### src/rtl/ysyx_24070003_lsu.sv
// Load/store unit: accepts one instruction from execute, performs at most one
// word-aligned memory transaction, and hands the result to writeback.
module ysyx_24070003_lsu (
  input  logic        clock,
  input  logic        reset,
  input  logic        in_valid,
  output logic        in_ready,
  input  logic [31:0] in_addr,
  input  logic [31:0] in_wdata,
  input  logic        in_mem_rd,
  input  logic        in_mem_wr,
  input  logic [2:0]  in_funct3,
  input  logic [4:0]  in_rd,
  output logic        req_valid,
  input  logic        req_ready,
  output logic [31:0] req_addr,
  output logic        req_wen,
  output logic [31:0] req_wdata,
  output logic [3:0]  req_wmask,
  input  logic        resp_valid,
  input  logic [31:0] resp_rdata,
  input  logic        resp_err,
  output logic        out_valid,
  input  logic        out_ready,
  output logic [31:0] out_data,
  output logic [4:0]  out_rd,
  output logic        out_err
);

  typedef enum logic [1:0] {IDLE, REQ, WAIT, DONE} state_t;

  state_t      state;
  logic [1:0]  lane_q;
  logic [2:0]  funct3_q;
  logic [4:0]  rd_q;
  logic        is_load_q;

  logic        is_load_c;
  logic        is_store_c;
  logic        misaligned_c;
  logic [3:0]  wmask_c;
  logic [31:0] wdata_c;
  logic [31:0] shifted_c;
  logic        b_sign_c;
  logic        h_sign_c;
  logic [31:0] load_data_c;

  // Decode of the incoming instruction; both rd and wr set counts as pass-through
  always_comb begin
    is_load_c    = in_mem_rd & ~in_mem_wr;
    is_store_c   = in_mem_wr & ~in_mem_rd;
    misaligned_c = (is_load_c | is_store_c) &
                   (((in_funct3[1:0] == 2'b01) & in_addr[0]) |
                    (in_funct3[1] & (in_addr[1:0] != 2'b00)));
    wdata_c      = in_wdata << {in_addr[1:0], 3'b000};
    case (in_funct3[1:0])
      2'b00:   wmask_c = 4'b0001 << in_addr[1:0];
      2'b01:   wmask_c = 4'b0011 << in_addr[1:0];
      default: wmask_c = 4'b1111;
    endcase
  end

  // Lane extraction and sign/zero extension of the load response
  always_comb begin
    shifted_c = resp_rdata >> {lane_q, 3'b000};
    b_sign_c  = ~funct3_q[2] & shifted_c[7];
    h_sign_c  = ~funct3_q[2] & shifted_c[15];
    case (funct3_q[1:0])
      2'b00:   load_data_c = {{24{b_sign_c}}, shifted_c[7:0]};
      2'b01:   load_data_c = {{16{h_sign_c}}, shifted_c[15:0]};
      default: load_data_c = resp_rdata;
    endcase
  end

  // Transaction FSM with registered handshakes, request and result
  always_ff @(posedge clock or posedge reset) begin
    if (reset) begin
      state     <= IDLE;
      in_ready  <= 1'b1;
      req_valid <= 1'b0;
      req_addr  <= 32'h0;
      req_wen   <= 1'b0;
      req_wdata <= 32'h0;
      req_wmask <= 4'h0;
      out_valid <= 1'b0;
      out_data  <= 32'h0;
      out_rd    <= 5'h0;
      out_err   <= 1'b0;
      lane_q    <= 2'b00;
      funct3_q  <= 3'b000;
      rd_q      <= 5'h0;
      is_load_q <= 1'b0;
    end else begin
      case (state)
        IDLE: begin
          if (in_valid) begin
            in_ready  <= 1'b0;
            lane_q    <= in_addr[1:0];
            funct3_q  <= in_funct3;
            rd_q      <= in_rd;
            is_load_q <= is_load_c;
            if ((is_load_c | is_store_c) & ~misaligned_c) begin
              state     <= REQ;
              req_valid <= 1'b1;
              req_addr  <= {in_addr[31:2], 2'b00};
              req_wen   <= is_store_c;
              req_wdata <= is_store_c ? wdata_c : 32'h0;
              req_wmask <= is_store_c ? wmask_c : 4'h0;
            end else begin
              state     <= DONE;
              out_valid <= 1'b1;
              out_data  <= in_addr;
              out_rd    <= is_store_c ? 5'h0 : in_rd;
              out_err   <= misaligned_c;
            end
          end
        end
        REQ: begin
          if (req_ready) begin
            state     <= WAIT;
            req_valid <= 1'b0;
          end
        end
        WAIT: begin
          if (resp_valid) begin
            state     <= DONE;
            out_valid <= 1'b1;
            out_err   <= resp_err;
            out_data  <= (is_load_q & ~resp_err) ? load_data_c : 32'h0;
            out_rd    <= is_load_q ? rd_q : 5'h0;
          end
        end
        DONE: begin
          if (out_ready) begin
            state     <= IDLE;
            out_valid <= 1'b0;
            in_ready  <= 1'b1;
          end
        end
        default: state <= IDLE;
      endcase
    end
  end

endmodule

### config.mk
export PLATFORM = sky130hd
export DESIGN_NAME = ysyx_24070003_lsu
export DESIGN_NICKNAME = d
export VERILOG_FILES = /design/src/rtl/ysyx_24070003_lsu.sv
export SDC_FILE = /design/constraint.sdc
export NUM_CORES = 1
export LEC_CHECK = 0
export ABC_CLOCK_PERIOD_IN_PS = 7900
export BUFFER_PORTS_ARGS = -buffer_cell sky130_fd_sc_hd__buf_4
export CAP_MARGIN = 40
export CORE_MARGIN = 5
export CORE_UTILIZATION = 40
export CTS_CLUSTER_SIZE = 14
export DETAILED_ROUTE_END_ITERATION = 6
export HOLD_SLACK_MARGIN = 0.03
export PLACE_DENSITY = 0.77
export SYNTH_ARGS = -nofsm -noshare
export SYNTH_HDL_FRONTEND = slang
export SYNTH_SLANG_ARGS = --single-unit
### constraint.sdc
create_clock -name clock -period 7.9 [get_ports clock]
set_input_delay 0 -clock clock [delete_from_list [all_inputs] [get_ports clock]]
set_output_delay 0 -clock clock [all_outputs]
set_load 0.01 [all_outputs]
==> results.toml, run 1 <==
[final_layout]
drive_gt1_frac = 0.303
fillers = 1191
n_antenna_cell = 0
final_nets = 1066
multi_input_comb_area_um2 = 2930
regArea_um2 = 3030
area_growth_syn_to_layout_pct = 54.7

[worst_setup_path]
critical_path.max_stage_delay_ns = 0.74
arrival_ns = 3.40
r2r_slack_ns = 4.76
worstSetupEndpointType = "register"
cpMaxStageDelayCell = "or2_2"
critPathTopFamily = "simple AND/OR/NAND/NOR gates"
crit_type = "reg2reg"
crit_chain = "inv_1 > ha_1 > nand2_2 > a311oi_4 > buf_4 > or2_2 > o221ai_1"
path_depth = 7
cp.buffers_inverters = 2
path_max_fanout = 48
reg2reg_depth = 7
critPathLaunchType = "register"
required_ns = 8.15

[placed_design]
place_congestion = 0.863
port_buffers = 220
place_ws_ns = 4.87
dpl.hpwl_um = 15200

[floorplanning]
die_h_um = 135
io_pins = 223
core_um2 = 15300
initial_utilization = 0.409
die_w_um = 135
fp-row-count = 45
fp.dieArea_um2 = 18200

[yosys]
syn_inst = 656
yosysTopAreaCell = "dfrtp_1"
ys_types = 51
seq_area_frac_synth = 0.485
yosysWarnings = 0
synth.top_cell.area_share = 0.481
synth_ff_type = "dfrtp_1"
async_flop_share = 1.00
syn_area_um2 = 6240
synth.most_common_cell = "nand2_1"
ys_ff_latch = 121
synthTopCellsByCount = "nand2_1, dfrtp_1, mux2i_1"
synth_area_leaders = "dfrtp_1, nand2_1, mux2i_1"
synth_edf_count = 0
syn_avg_cell_area_um2 = 9.52

[timing]
fin_skew_ns = 0.00490
maxSlewHeadroom = 0.422
hold_slack_ns = 0.0405
hold_viol = 0
period_share = 0.398
period_needed_ns = 3.14
fmax_mhz = 318
worst_pin_slew_ns = 0.867
final.setup.tns_ns = 0
rsz0062_at_grt = "false"
drv_slew = 0
report.final.setup_viol = 0
layout_setup_ws_ns = 4.76

[routing]
wl_um = 22700
avgRoutedWirePerCell_um = 19.5
drt-vias-per-instance = 5.40
dr.pass1.iters = 5
drcViolationCount = 0
routed-via-count = 6312
dr.first_iter.drc_count = 555
antenna_left = 0

[hold_path]
min_path_type = "in2reg"
whs_path_depth = 3

[flow_run]
maxCapViolCount = 0

[grt]
grt_pass1_wl_um = 35400
gr-total-overflow = 0
grt_pass1_vias = 6349
track_usage = 0.248
grt_max_degree = 69
antenna_found_initial = 0

[clocking]
cts-root-buf = "clkbuf_16"
cts_setup_buffers = 0
cts_sinks = 121
cts_hold_buf = 95
ctsResizeCount = 0
htree_levels = 4
clkTransAtPathRegs_ns = 0.05
cts_tree = "built"
cts_buffer_depth = 2
clkLatencyLatePin_ns = 0.42
cts_inserted_buffers = 17

[power]
leakage_nw = 4.59
p_per_area_nw_per_um2 = 339
peakVddDrop_mv = 0.202

[outcome]
status = "finished, final reports clean"
-- power breakdown --
| group | internal (mW) | total, mW | switching [mW] |
|---|---|---|---|
| logic | 0.678 | 1.38 | 0.702 |
| registers | 0.873 | 1.08 | 0.208 |
| clock network | 0.544 | 0.819 | 0.275 |
-- metrics by stage --
step,power (mW),utilization,area [um^2],cells
final,3.28,0.633,9660,1169
after global routing,3.47,0.633,9660,1169
after CTS,3.28,0.633,9660,1169
after detailed placement,2.41,0.530,8090,1043
after global placement,2.35,0.524,8000,1039
after floorplan,1.79,-,6250,657
-- final cells by class --
type                       count  area share
tap                          211      0.0273
multi-input combinational    462       0.303
clock inverter                 6      0.0114
inverter                      18     0.00725
timing repair buffer         326       0.284
sequential                   121       0.314
clock buffer                  25      0.0534
-- cells by family (layout without fill, tap and decap cells) --
kind of cell | count (synthesis) | count (layout) | share of synthesized area
adders and majority gates | 7 | 7 | 0.0140
xor gates and xnor gates | 1 | 1 | 0.00140
other | 1 | 2 | 0.000601
buffers and inverters | 74 | 375 | 0.0523
DFF | 121 | 121 | 0.485
and+or+nand+nor | 227 | 227 | 0.162
muxes | 54 | 54 | 0.0906
AOI/OAI and AO/OA | 171 | 171 | 0.194
-- layout by cell type (no fill, tap or decap), types with 3 or more instances in the layout --
cell,count
a21oi_1,18
a22o_1,17
a22oi_1,22
a2bb2oi_1,15
a31oi_1,25
and2_1,3
buf_16,3
buf_4,227
bufinv_16,3
clkbuf_16,17
clkbuf_8,6
dfrtp_1,120
dlygate4sd3_1,95
ha_1,7
inv_1,15
mux2_2,20
mux2i_1,34
nand2_1,133
nand2b_1,3
nand3_1,8
nand3b_1,9
nor2_1,22
nor2b_1,8
nor3_1,31
o211ai_1,9
o21ai_0,29
o221ai_1,24
-- final timing paths --
kind | endpoint | start
worst max-delay path | out_data[15] | state[0]
min in group asynchronous | req_wmask[1] | reset
max in group asynchronous | in_ready | reset
worst max register to register | out_data[15] | state[0]
worst min register to register | req_wdata[26] | req_wdata[26]
worst min-delay path | out_data[5] | resp_rdata[5]
-- layer usage --
| metal | part of all wire | GRT usage |
|---|---|---|
| met5 | 0 | 0 |
| met4 | 0.028 | 0.0918 |
| met3 | 0.081 | 0.0611 |
| met1 | 0.40 | 0.313 |
| met2 | 0.49 | 0.412 |
-- worst min-delay path, stage by stage --
cell,delay [ns]
buf_4,0.09
o221ai_1,0.13
a31oi_1,0.19
-- registers in the layout, indices dropped and copies added, names as in the netlist --
register	flops
funct3_q	3
in_ready	1
is_load_q	1
lane_q	2
out_data	32
out_err	1
out_rd	5
out_valid	1
rd_q	5
req_addr	30
req_valid	1
req_wdata	32
req_wen	1
req_wmask	4
state	2
Power figures use the tool's default switching activity.
==> run 2, diff against run 1 <==
--- a/config.mk
+++ b/config.mk
@@ -5,7 +5,8 @@
 export SDC_FILE = /design/constraint.sdc
 export NUM_CORES = 1
 export LEC_CHECK = 0
-export ABC_CLOCK_PERIOD_IN_PS = 7900
+export ABC_AREA = 1
+export ABC_CLOCK_PERIOD_IN_PS = 2560
 export BUFFER_PORTS_ARGS = -buffer_cell sky130_fd_sc_hd__buf_4
 export CAP_MARGIN = 40
 export CORE_MARGIN = 5
@@ -13,7 +14,7 @@
 export CTS_CLUSTER_SIZE = 14
 export DETAILED_ROUTE_END_ITERATION = 6
 export HOLD_SLACK_MARGIN = 0.03
-export PLACE_DENSITY = 0.77
+export PLACE_DENSITY = 0.78
 export SYNTH_ARGS = -nofsm -noshare
 export SYNTH_HDL_FRONTEND = slang
 export SYNTH_SLANG_ARGS = --single-unit
==> constraint.sdc (replaced) <==
create_clock -name clock -period 2.56 [get_ports clock]
set_input_delay 0 -clock clock [delete_from_list [all_inputs] [get_ports clock]]
set_output_delay 0 -clock clock [all_outputs]
set_load 0.01 [all_outputs]
==> run 2 against run 1 <==
Net effect:
- critical endpoint is now out_data[14]
- clock power rose to 2.7 times the previous value
- critical path depth rose by 4
- global-route usage fell by 0.18 points
==> results.toml, run 2 <==
[clocking]
clkLatencyLatePin_ns = 0.42
cts_buffer_depth = 2
htree_levels = 4
cts_setup_buffers = 0
cts_sinks = 121
cts-root-buf = "clkbuf_16"
cts_tree = "built"
clkTransAtPathRegs_ns = 0.06
cts_inserted_buffers = 17

[yosys]
synth-xor-area-share = 0
synth_compound_area_frac = 0.154
synth_ff_type = "dfrtp_1"
syn_area_um2 = 6620
syn_inst = 891
muxShareOfSynthArea = 0.00605
synth_top_family_by_area = "simple AND/OR/NAND/NOR gates"
yosysWarnings = 0
ys_types = 38
synthTopCellsByCount = "nand2_1, dfrtp_1, nor2_1"
ys_ff_latch = 121
synth_area_leaders = "dfrtp_1, nand2_1, nor2_1"
syn_avg_cell_area_um2 = 7.43
async_flop_share = 1.00
synth_edf_count = 0
synth.top_cell.area_share = 0.454
synth-simple-area-share = 0.272
yosysTopAreaCell = "dfrtp_1"
synth_adder_area_share = 0.0132
synth.most_common_cell = "nand2_1"
seq_area_frac_synth = 0.458

[placed_design]
place_congestion = 0.850
dpl.hpwl_um = 16600
port_buffers = 220

[power]
peakVddDrop_mv = 0.536
p_per_area_nw_per_um2 = 1040
p_total_mw = 10.4
leakage_nw = 5.17

[routing]
avgRoutedWirePerCell_um = 16.6
drt-vias-per-instance = 5.02
dr.first_iter.drc_count = 419
antenna_left = 0
drcViolationCount = 0
wl_um = 23700
routed-via-count = 7152
dr.pass1.iters = 5

[timing]
worst_pin_slew_ns = 0.602
rsz0062_at_grt = "false"
hold_slack_ns = 0.0387
period_share = 0.868
period_needed_ns = 2.22
hold_viol = 0
maxSlewHeadroom = 0.598
fin_skew_ns = 0.00786
final.setup.tns_ns = 0
drv_slew = 0
report.final.setup_viol = 0
fmax_mhz = 450

[flow_run]
maxCapViolCount = 0

[floorplanning]
die_h_um = 139
fp-row-count = 47
io_pins = 223
fp.dieArea_um2 = 19200
core_um2 = 16400
die_w_um = 139
initial_utilization = 0.403

[final_layout]
final_common_cell = "nand2_1"
drive_gt1_frac = 0.252
final_nets = 1311
reg_top3 = "out_data (32), req_wdata (32), req_addr (30)"
post-route-util = 0.604
final_cell_mix = "nand2_1, buf_4, dfrtp_1"
area_growth_syn_to_layout_pct = 49.8

[grt]
grt_max_degree = 41
antenna_found_initial = 1
grt_pass1_vias = 7372
track_usage = 0.246
grt_pass1_wl_um = 38100
gr-total-overflow = 0

[hold_path]
min_path_type = "in2reg"

[worst_setup_path]
critPathLaunchType = "register"
crit_type = "reg2reg"
worstSetupEndpointType = "register"
arrival_ns = 2.56
required_ns = 2.90
path_max_fanout = 37

[outcome]
status = "finished, final reports clean"
==> run 2: changes by cell type after synthesis, moves of 21 or more <==
cell	delta
nor3_1	-30
a22oi_1	-21
o21ai_1	+46
nand2_1	+159
a21oi_1	+42
inv_1	+60
o221ai_1	-24
nor2_1	+66
mux2i_1	-30
nand3_1	+34
==> run 2: worst max-delay path, stage by stage, from the launching register on <==
cell and delay, ns:
dfrtp_1 0.39, inv_1 0.12, ha_1 0.26, inv_1 0.22, nor2_1 0.07, inv_1 0.07
nand2_1 0.05, inv_1 0.09, nand2_4 0.22, inv_4 0.40, nor2_1 0.08, a21oi_1 0.13
==> run 2: through the flow <==
step                      cells  setup WS [ns]  instance area [um^2]
after global placement     1296          0.437                  8400
after CTS                  1424          0.325                  9910
final                      1425          0.339                  9910
after floorplan             892          0.938                  6620
after detailed placement   1297          0.371                  8420
after global routing       1425          0.101                  9910
==> run 2: final cells by class <==
type	instances	area (um^2)
fill	1395	6490
sequential	121	3030
multi-input combinational	637	2950
timing repair buffer	333	2800
clock buffer	20	447
inverter	81	312
tap	220	275
clock inverter	12	96.3
antenna	1	2.50
==> run 2: cell families (layout without fill, tap and decap cells) <==
logic type	after synthesis	in the layout
flip-flops	121	121
buffers and inverters	134	446
AO/OA/AOI/OAI	183	183
AND/OR/NAND/NOR	441	441
multiplexers	4	4
adder cells (fa/ha/maj)	7	7
other	1	3
==> run 2: final timing paths <==
check | from | to | slack (ns) | depth (start not counted)
worst max register to register | state[0] | out_data[14] | 0.34 | 11
worst min register to register | req_addr[7] | req_addr[7] | 0.48 | 2
worst max-delay path | state[0] | out_data[14] | 0.34 | 11
min in group asynchronous | reset | out_data[3] | 0.07 | 3
max in group asynchronous | reset | req_wdata[10] | 1.76 | 5
worst min-delay path | resp_rdata[29] | out_data[29] | 0.04 | 5
==> run 2: power breakdown <==
group	internal, mW	leakage [nW]	total [mW]	switching, mW
clock	1.27	0.253	2.19	0.923
combinational	2.06	3.39	4.83	2.77
sequential	2.74	1.53	3.33	0.585
total	6.07	5.17	10.4	4.28
==> run 2: repair_timing <==
item	CTS	global route
gates resized for setup	0	0
hold buffers	95	0
endpoints found under the hold margin	217	0
==> run 2: routing by layer <==
metal | vias up | GRT usage | share of wire
li1 | 3445 | - | -
met1 | 3315 | 0.300 | 0.40
met2 | 331 | 0.410 | 0.48
met3 | 61 | 0.0724 | 0.077
met4 | 0 | 0.0999 | 0.038
met5 | - | 0 | 0
==> run 3, diff against run 2 <==
--- a/config.mk
+++ b/config.mk
@@ -15,6 +15,7 @@
 export DETAILED_ROUTE_END_ITERATION = 6
 export HOLD_SLACK_MARGIN = 0.03
 export PLACE_DENSITY = 0.78
+export RECOVER_POWER = 25
 export SYNTH_ARGS = -nofsm -noshare
 export SYNTH_HDL_FRONTEND = slang
 export SYNTH_SLANG_ARGS = --single-unit
==> run 3 against run 2 <==
Net effect:
- the run now ends with capacitance limit, slew limit left
- worst setup slack better by 0.0053 ns
- design area fell by 0.30%
- non-clock buffer count unchanged
- wire length about the same
- critical path type unchanged
==> results.toml, run 3 (synthesized netlist as in run 2, its figures left out) <==
[outcome]
status = "complete, but fails checks"
violations = "capacitance limit, slew limit"

[timing]
fmax_mhz = 451
final.setup.tns_ns = 0
fin_skew_ns = 0.00762
period_needed_ns = 2.22
hold_viol = 0
report.final.setup_viol = 0
maxSlewHeadroom = -0.212
worst_pin_slew_ns = 1.82
rsz0062_at_grt = "false"
period_share = 0.865
drv_slew = 68
layout_setup_ws_ns = 0.344

[floorplanning]
fp-row-count = 47
io_pins = 223
core_um2 = 16400
die_w_um = 139
fp.dieArea_um2 = 19200
initial_utilization = 0.403
die_h_um = 139

[worst_setup_path]
crit_top_cell = "inv_1"
critPathLaunchType = "register"
arrival_ns = 2.56
startpoint = "state[0]"
r2r_slack_ns = 0.34
path_max_fanout = 37
reg2reg_depth = 11
worstSetupEndpointType = "register"
crit_chain = "inv_1 > ha_1 > inv_1 > nor2_1 > inv_1 > nand2_1 > inv_1 > nand2_4 > inv_4 > nor2_1 > a21oi_1"
cpMaxStageDelayCell = "dfrtp_1"
rr_endpoint = "out_data[14]"
required_ns = 2.90
critical_path.max_stage_delay_ns = 0.39
crit_type = "reg2reg"
r2r-start = "state[0]"

[power]
clkPwrFrac = 0.212
p_comb_frac = 0.466
p_per_area_nw_per_um2 = 1050
peakVddDrop_mv = 0.535
power.internal_mw = 6.07
pwr-share-seq = 0.322
p_sw_mw = 4.27
netSwitchingFraction = 0.413
p_total_mw = 10.3
leakage_nw = 5.17

[grt]
track_usage = 0.246
antenna_found_initial = 1
grt_pass1_vias = 7372
grt_max_degree = 41
gr-total-overflow = 0
grt_pass1_wl_um = 38100

[routing]
drt-vias-per-instance = 5.02
drcViolationCount = 0
routed-via-count = 7152
wl_um = 23700
dr.first_iter.drc_count = 429
dr.pass1.iters = 5
antenna_left = 0
avgRoutedWirePerCell_um = 16.6

[clocking]
cts_inserted_buffers = 17
cts_sinks = 121
clkTransAtPathRegs_ns = 0.06
cts_buffer_depth = 2
cts-root-buf = "clkbuf_16"
cts_tree = "built"
htree_levels = 4
clkLatencyLatePin_ns = 0.42

[hold_path]
whs_path_depth = 5
whs_endpoint = "out_data[29]"
min_path_type = "in2reg"
min_from = "resp_rdata[29]"

[placed_design]
place_congestion = 0.850
port_buffers = 220
place_ws_ns = 0.371
dpl.hpwl_um = 16600

[final_layout]
final_nets = 1311
area_growth_syn_to_layout_pct = 49.4
post-route-util = 0.602
final_cell_mix = "nand2_1, buf_4, dfrtp_1"
drive_gt1_frac = 0.249
final_common_cell = "nand2_1"
reg_top3 = "out_data (32), req_wdata (32), req_addr (30)"

[flow_run]
maxCapViolCount = 2
==> run 3: routing by layer <==
layer  routed length [um]  global-route usage  vias up
met2                11500               0.410      329
met3                 1880              0.0724       53
met1                 9460               0.300     3325
met5                    0                   0        -
met4                  837              0.0999        0
li1                     -                   -     3445
==> run 3: worst max-delay path by stage <==
stage	to	slack, ns	cells past startpoint
6_report	out_data[14]	0.34	11
5_1_grt	out_data[10]	0.10	10
4_1_cts	out_data[16]	0.33	11
3_5_place_dp	out_data[11]	0.37	11
3_3_place_gp	out_data[23]	0.44	8
2_1_floorplan	out_data[0]	0.94	11
==> run 3: timing repair <==
item                                   CTS  global route
resized for setup                        0             0
hold buffers                            95             0
endpoints found under the hold margin  217             0
buffers inserted                         0             0
==> run 3: worst max-delay path, delay by kind of cell (launching register included) <==
kind / cells / cell delay [ns]
buffers and inverters: 5 / 0.89
AND/OR/NAND/NOR: 4 / 0.41
flip-flops: 1 / 0.39
adder cells (fa/ha/maj): 1 / 0.26
AO/OA/AOI/OAI: 1 / 0.13
==> run 3: cell type report <==
cell class | instances | area (um^2)
antenna | 1 | 2.50
clock inverter | 12 | 96.3
multi-input combinational | 637 | 2950
tap | 220 | 275
timing repair buffer | 333 | 2770
clock buffer | 20 | 447
sequential | 121 | 3030
fill | 1401 | 6520
inverter | 81 | 309
==> run 3: per-stage QoR <==
| stage | std cells | hold slack [ns] | cell area, um^2 |
|---|---|---|---|
| after detailed placement | 1297 | -0.0607 | 8420 |
| final | 1425 | 0.0379 | 9880 |
| after floorplan | 892 | 0.117 | 6620 |
| after CTS | 1424 | 0.0369 | 9910 |
| after global routing | 1425 | 0.0653 | 9880 |
| after global placement | 1296 | 0.219 | 8400 |
==> run 3: power by group through the flow <==
stage	Combinational (mW)	Clock, mW	Sequential [mW]
finish	4.82	2.19	3.33
global route	5.37	2.32	3.42
CTS	4.84	2.23	3.31
detailed placement	4.71	0	3.33
global placement	4.58	0	3.31
floorplan	2.56	0	3.50
